==> src/rtl/memory_matrix_pkg.sv <==
// Shared constants and types for the Memory Matrix game blocks: board geometry,
// tile clamp, pattern-generator FSM states and the LFSR definition.
package memory_matrix_pkg;

  localparam int CELLS     = 16;
  localparam int IDX_W     = 4;
  localparam int MAX_TILES = 8;

  typedef enum logic [1:0] {
    IDLE,
    FILL,
    DONE
  } pg_state_t;

  localparam int              LFSR_W    = 16;
  // Right-shifting Fibonacci form of taps 16,14,13,11: feedback from bits 0,2,3,5.
  localparam logic [LFSR_W-1:0] LFSR_TAPS = 16'h002D;
  localparam logic [LFSR_W-1:0] LFSR_SEED = 16'hACE1;

endpackage

==> src/rtl/lfsr16.sv <==
// Free-running 16-bit Fibonacci LFSR; steps every clock once reset is released.
module lfsr16
  import memory_matrix_pkg::*;
#(
  parameter logic [15:0] SEED = LFSR_SEED
) (
  input  logic        clk,
  input  logic        reset,
  output logic [15:0] q
);

  // New bit enters at the top; the tap parity comes from the low end.
  always_ff @(posedge clk or negedge reset) begin
    if (!reset) begin
      q <= SEED;
    end else begin
      q <= {^(q & LFSR_TAPS), q[15:1]};
    end
  end

endmodule

==> src/rtl/pattern_generator.sv <==
// Builds a fresh random board per round: clears it, then lights target distinct
// cells, probing linearly past collisions so every round terminates.
module pattern_generator
  import memory_matrix_pkg::*;
#(
  parameter int          CELLS     = memory_matrix_pkg::CELLS,
  parameter int          IDX_W     = memory_matrix_pkg::IDX_W,
  parameter int          MAX_TILES = memory_matrix_pkg::MAX_TILES,
  parameter logic [15:0] SEED      = memory_matrix_pkg::LFSR_SEED
) (
  input  logic             clk,
  input  logic             reset,
  input  logic             start,
  input  logic [IDX_W-1:0] num_tiles,
  output logic             busy,
  output logic             done,
  output logic [CELLS-1:0] board,
  output logic [IDX_W:0]   tiles_placed
);

  localparam int               CNT_W    = IDX_W + 1;
  localparam logic [CNT_W-1:0] TILE_CAP = CNT_W'(MAX_TILES);
  localparam logic [CNT_W-1:0] CNT_ONE  = CNT_W'(1);
  localparam logic [IDX_W-1:0] IDX_ONE  = IDX_W'(1);

  pg_state_t        state;
  pg_state_t        state_next;
  logic [CELLS-1:0] board_next;
  logic [CNT_W-1:0] tiles_next;
  logic [CNT_W-1:0] target;
  logic [CNT_W-1:0] target_next;
  logic [CNT_W-1:0] req_tiles;
  logic             collided;
  logic             collided_next;
  logic [IDX_W-1:0] probe_ptr;
  logic [IDX_W-1:0] probe_next;
  logic [IDX_W-1:0] cand;
  logic [15:0]      lfsr_q;
  logic             lfsr_unused;

  lfsr16 #(
    .SEED (SEED)
  ) u_lfsr (
    .clk   (clk),
    .reset (reset),
    .q     (lfsr_q)
  );

  // Only the low index bits pick a cell; the rest just keep the sequence long.
  assign lfsr_unused = ^lfsr_q[15:IDX_W];

  assign busy = (state == FILL);
  assign done = (state == DONE);

  always_ff @(posedge clk or negedge reset) begin
    if (!reset) begin
      state        <= IDLE;
      board        <= '0;
      tiles_placed <= '0;
      target       <= '0;
      collided     <= 1'b0;
      probe_ptr    <= '0;
    end else begin
      state        <= state_next;
      board        <= board_next;
      tiles_placed <= tiles_next;
      target       <= target_next;
      collided     <= collided_next;
      probe_ptr    <= probe_next;
    end
  end

  // After a collision the next candidates walk upward from the lit cell,
  // so a free cell is reached within CELLS-1 steps while target < CELLS.
  always_comb begin
    state_next    = state;
    board_next    = board;
    tiles_next    = tiles_placed;
    target_next   = target;
    collided_next = collided;
    probe_next    = probe_ptr;
    req_tiles     = {1'b0, num_tiles};
    cand          = collided ? probe_ptr : lfsr_q[IDX_W-1:0];

    case (state)
      IDLE: begin
        if (start) begin
          board_next    = '0;
          tiles_next    = '0;
          target_next   = (req_tiles > TILE_CAP) ? TILE_CAP : req_tiles;
          collided_next = 1'b0;
          state_next    = FILL;
        end
      end
      FILL: begin
        if (tiles_placed == target) begin
          state_next = DONE;
        end else if (!board[cand]) begin
          board_next[cand] = 1'b1;
          tiles_next       = tiles_placed + CNT_ONE;
          collided_next    = 1'b0;
          if (tiles_next == target) begin
            state_next = DONE;
          end
        end else begin
          collided_next = 1'b1;
          probe_next    = cand + IDX_ONE;
        end
      end
      DONE: begin
        state_next = IDLE;
      end
      default: begin
        state_next = IDLE;
      end
    endcase
  end

endmodule
==> config.mk <==
export PLATFORM = sky130hd
export DESIGN_NAME = pattern_generator
export DESIGN_NICKNAME = d
export VERILOG_FILES = /design/src/rtl/memory_matrix_pkg.sv /design/src/rtl/lfsr16.sv /design/src/rtl/pattern_generator.sv
export SDC_FILE = /design/constraint.sdc
export NUM_CORES = 1
export LEC_CHECK = 0
export CORE_UTILIZATION = 55
export CTS_BUF_LIST = sky130_fd_sc_hd__clkbuf_16
export DETAILED_ROUTE_END_ITERATION = 7
export PLACE_DENSITY = 0.83
export SLEW_MARGIN = 20
export SYNTH_ARGS = -nofsm -noshare
export SYNTH_HDL_FRONTEND = slang
export SYNTH_SLANG_ARGS = --single-unit
==> constraint.sdc <==
create_clock -name clk -period 2.8 [get_ports clk]
set_input_delay 0.56 -clock clk [delete_from_list [all_inputs] [get_ports clk]]
set_output_delay 0.56 -clock clk [all_outputs]
set_load 0.02 [all_outputs]
; After elaboration in Yosys (flattened, before gate mapping)
; Cells that the tools add are included.
[op_classes]
reduce_logical = 9
n_addsub = 2
eq_ne = 9
magnitude_cmp = 3
bitwise_logic = 2
mux = 23
[ops]
columns = op, count
row1 = $mux W16, 3
row2 = $pmux W16 S2, 1
row3 = $or A16 B16 Y16, 1
row4 = $reduce_xor A16 Y1, 1
row5 = $mux W5, 3
row6 = $eq A5 B5 Y1, 2
row7 = $pmux W5 S2, 1
row8 = $reduce_and A3 Y1, 3
row9 = $mux W2, 4
row10 = $mux W4, 2
row11 = $ne A2 B2 Y1 const B, 3
row12 = $add A5 B1 Y5 const B, 1
row13 = $lt A4 B5 Y1 const B, 1
row14 = $mux W1, 5
row15 = $add A4 B1 Y4 const B, 1
row16 = $bmux W1 S4, 1
row17 = $demux W1 S4, 1
row18 = $ge A4 B1 Y1 const B, 1
row19 = $gt A4 B4 Y1 const B, 1
row20 = $pmux W2 S2, 1
row21 = $reduce_and A4 Y1, 1
row22 = $ne A3 B1 Y1 const B, 1
row23 = $ne A3 B3 Y1 const B, 1
row24 = $eq A2 B1 Y1 const B, 1
row25 = other kinds (7), 7
[totals]
output_inout_bits = 23
in_bits = 7
register_bits = 49
word_cells = 55

; Depth between registers and ports, before layout
[depth]
word_depth = 9
ltp_mapped = 10
depth_no_buf = 8

; Hierarchy
; From an unflattened synthesis, not the netlist that was laid out.
[hier_totals]
cells_unflattened = 210
hier_area_um2 = 2342.2
[by_module_without_submodules]
columns = module, seq_area_each_um2, area_per_inst_um2, cells_per_inst, n_inst
row1 = pattern_generator, 800.8, 1905.6, 191, 1
row2 = lfsr16, 410.4, 436.7, 19, 1

; Least setup slack after synthesis
; OpenSTA, ideal clock, no wires.
[synth_path]
kind = register to register
from = reg u_lfsr.q[0]
to = reg probe_ptr[3]
path_stages_with_launch = 10
arrival_ns = 2.218
path_buffers = 1
path_slack_ns = 0.459
required_time_ns = 2.677
period_less_slack_ns = 2.341
path_cell_list = dfstp_2 > clkbuf_1 > mux2i_2 > inv_2 > nand2_1 > a221oi_1 > o32a_2 > nand3_4 > a2111o_1 > o221a_2
[synth_between]
elab_chain_len = 4
word_cells_on_any_way = 5
classes_between = 1 x add/sub / 3 x mux / 1 x reduce/logical
[synth_lines]
columns = element, line_no
row1 = from (decl), lfsr16.sv:9  ; output logic [15:0] q
row2 = from (signal assigned), lfsr16.sv:17  ; q <= {^(q & LFSR_TAPS), q[15:1]};
row3 = $mux W4 (*), pattern_generator.sv:83  ; cand = collided ? probe_ptr : lfsr_q[IDX_W-1:0];
row4 = $bmux W1 S4, pattern_generator.sv:98  ; end else if (!board[cand]) begin
row5 = $mux W1 (not written as such), pattern_generator.sv:98
row6 = $reduce_and A3 Y1 (no source line), -
row7 = to (signal assigned), pattern_generator.sv:69  ; probe_ptr <= probe_next;
row8 = to (decl), pattern_generator.sv:35  ; logic [IDX_W-1:0] probe_ptr;
; Mark *: on every way between the ends. The rest lies on a longest branch, timed or not. The select of a mux whose other input is x is not followed.
; A chain may end at the register's enable or synchronous reset.

; Final worst setup path
[layout_path]
from = reg collided
to = reg probe_ptr[3]
[layout_between]
elab_chain_len = 4
word_cells_on_any_way = 5
classes_between = 1 x add/sub / 3 x mux / 1 x reduce/logical
[layout_lines]
columns = element, line_no
row1 = from (decl), pattern_generator.sv:33  ; logic collided;
row2 = from (signal assigned), pattern_generator.sv:68  ; collided <= collided_next;
row3 = $mux W4 (*), pattern_generator.sv:83
row4 = $bmux W1 S4, pattern_generator.sv:98
row5 = $mux W1 (not written as such), pattern_generator.sv:98
row6 = $reduce_and A3 Y1 (no source line), -
; Marked as above.

==> impl_metrics.ini <==
[global_route]
grt_usage_pct = 25.6
met1_usage_pct = 36.2
grt_overflow = 0
top_usage_layer = met2
grtUsageMet2_pct = 37.9
grt_pass1_wl_um = 8410
grt_max_degree = 47
grt_pass1_vias = 1693
grt_util_met3_pct = 5.74
antenna_found_initial = 0

[place]
port_buffers = 29
placed_cell_area_sq_um = 2700
dpl.cell_count = 294
gp_congestion = 0.956
pre_cts_ws_ps = 322
dpl.hpwl_um = 3530

[floorplanning]
dieWidth_um = 67.5
ioPinCount = 30
start_util_pct = 58.1
die_h_um = 67.5
core_sq_um = 4060
rows = 23
die_area_sq_um = 4550

[synthesis]
avgSynthCellArea_sq_um = 10.8
async_flop_share_pct = 100
synthFlopType = dfrtp_1
synth_area_sq_um = 2360
ys_types = 46
synth_warnings = 0
ys_seq_area_share_pct = 51.4
synth_edf_count = 0
ys_ff_latch = 48
synth.net_count = 231
syn_inst = 219

[critical_path]
arrival_ps = 2710
slowest_delay_ps = 520
required_ps = 2970
crit_path_end_kind = flip-flop
critical_path.max_fanout = 9
worstPathCellList = mux2i_2 > mux2_2 > a32oi_2 > nand3_4 > a2111o_1 > o221a_2
path_class = reg2reg
startpoint_type = flip-flop
crit_slowest_cell = mux2i_2

[drt]
drtAntennaViolNets = 0
wl_per_cell_um = 17.4
wirelength_um = 5240
viasPerCell = 6.19
drcViolationCount = 0
first_iter_violations = 109
firstDrtPassIters = 5
vias = 1870

[layout]
seqCellArea_sq_um = 1210
drive_gt1_share_pct = 13.1
diodes = 0
fin_cells = 302
multi_input_area_sq_um = 1060
final_nets = 263
mostFrequentLayoutCells = dfrtp_1 (40), clkdlybuf4s50_1 (28), nand2_1 (27)
final_area_sq_um = 2840
final_common_cell = dfrtp_1
nFillCells = 297
syn_to_final_growth_pct = 20.5

[timing]
tightest_slew_ps = 685
fin_crit_sh_pct = 90.6
rsz0062_at_grt = no
fin_skew_ps = 7.55
tns_ps = 0
setup_viol_count_final = 0
finalWorstSetupSlack_ps = 263
period_needed_ps = 2540
max-slew-margin-rel_pct = 54.2
hold_viol = 0
drv_slew = 0
max_freq_mhz = 394

[worst_hold_path]
hold_class = in2async

[clock_tree]
clkLatencyLatePin_ps = 290
clk_path_buf_depth = 2
cts-resized-gates = 0
path_clk_slew_ps = 60
post-cts-setup-buffers = 0
cts_tree = built
cts_hold_buf = 0
htreeDepth = 2
cts_root_buf = clkbuf_16
cts_buffers = 5
cts.sinks = 48

[pwr]
power.density_nw_per_um2 = 1060
p_leak_nw = 1.23
irDropWorstVdd_mv = 0.658

[outcome]
status = completed

[flow_run]
maxCapViolCount = 0
## critical path, delay by kind of cell (launching register included)
| kind | cells | cell delay [ps] |
|---|---|---|
| AOI/OAI and AO/OA | 3 | 850 |
| and+or+nand+nor | 1 | 170 |
| muxes | 2 | 920 |
| DFF | 1 | 470 |
## stage by stage
step	power (mW)	utilization, %	hold WS [ps]
after CTS	2.99	69.9	359
after detailed placement	2.42	66.5	336
after global placement	2.38	66.5	335
final	3.01	70.0	258
after global routing	3.18	70.0	322
after floorplan	1.98	-	264
## cells by family after synthesis
kind of cell | share of synthesized area (%)
flip-flops | 51.4
AND/OR/NAND/NOR | 15.1
AO/OA/AOI/OAI | 18.7
buffers and inverters | 3.45
XOR/XNOR | 4.09
multiplexers | 4.62
adder cells (fa/ha/maj) | 2.65
## path summary, 6_finish.rpt
path,startpoint,to,slack (ps),depth (start not counted)
min in group clk,u_lfsr.q[8],u_lfsr.q[7],360,0
max in group asynchronous,reset,u_lfsr.q[6],1950,2
hold / removal,reset,board[14],260,1
setup reg to reg,collided,probe_ptr[3],260,6
setup / recovery,collided,probe_ptr[3],260,6
hold reg to reg,u_lfsr.q[8],u_lfsr.q[7],360,0
## final cells by class
class / instances / share of cell area (%)
clock buffer: 5 / 4.41
clock inverter: 3 / 0.485
inverter: 8 / 1.06
multi-input combinational: 153 / 37.5
sequential: 48 / 42.6
tap: 50 / 2.20
timing repair buffer: 35 / 11.7
## synth_stat cells (all sizes together) (2+ instances only)
cell,n,share of area [%]
o32ai,3,1.1
nor2,17,2.7
dfstp,8,8.9
a21o,2,0.64
xnor2,7,2.6
and2,4,1.1
inv,8,1.3
nand2b,7,2.2
nor2b,5,1.3
nor3,2,0.42
o22ai,3,0.80
dfrtp,40,42
o21ai,10,2.1
buf,4,1.2
mux2i,7,3.7
nand2,27,4.3
clkbuf,6,0.96
mux2,2,0.96
a32o,18,7.6
xor2,4,1.5
a21oi,7,1.5
nand3,7,2.0
o32a,2,0.90
ha,5,2.7
nand4,2,0.53
## layer usage
metal | vias to the layer above | share of wire [%]
li1 | 859 | -
met1 | 931 | 47
met2 | 69 | 46
met3 | 11 | 5.4
met4 | 0 | 1.7
met5 | - | 0
## state kept, by name (all words and copies together) (netlist names)
register / flops
board: 16
probe_ptr: 4
tiles_placed: 5
target: 4
u_lfsr.q: 16
state: 2
collided: 1
## power breakdown
part / switching [mW] / leakage [nW] / internal (mW)
clock: 0.239 / 0.0710 / 0.324
combinational: 0.809 / 0.539 / 0.586
sequential: 0.207 / 0.621 / 0.843
total: 1.26 / 1.23 / 1.75
No activity file was read; power rests on OpenSTA's default activity.
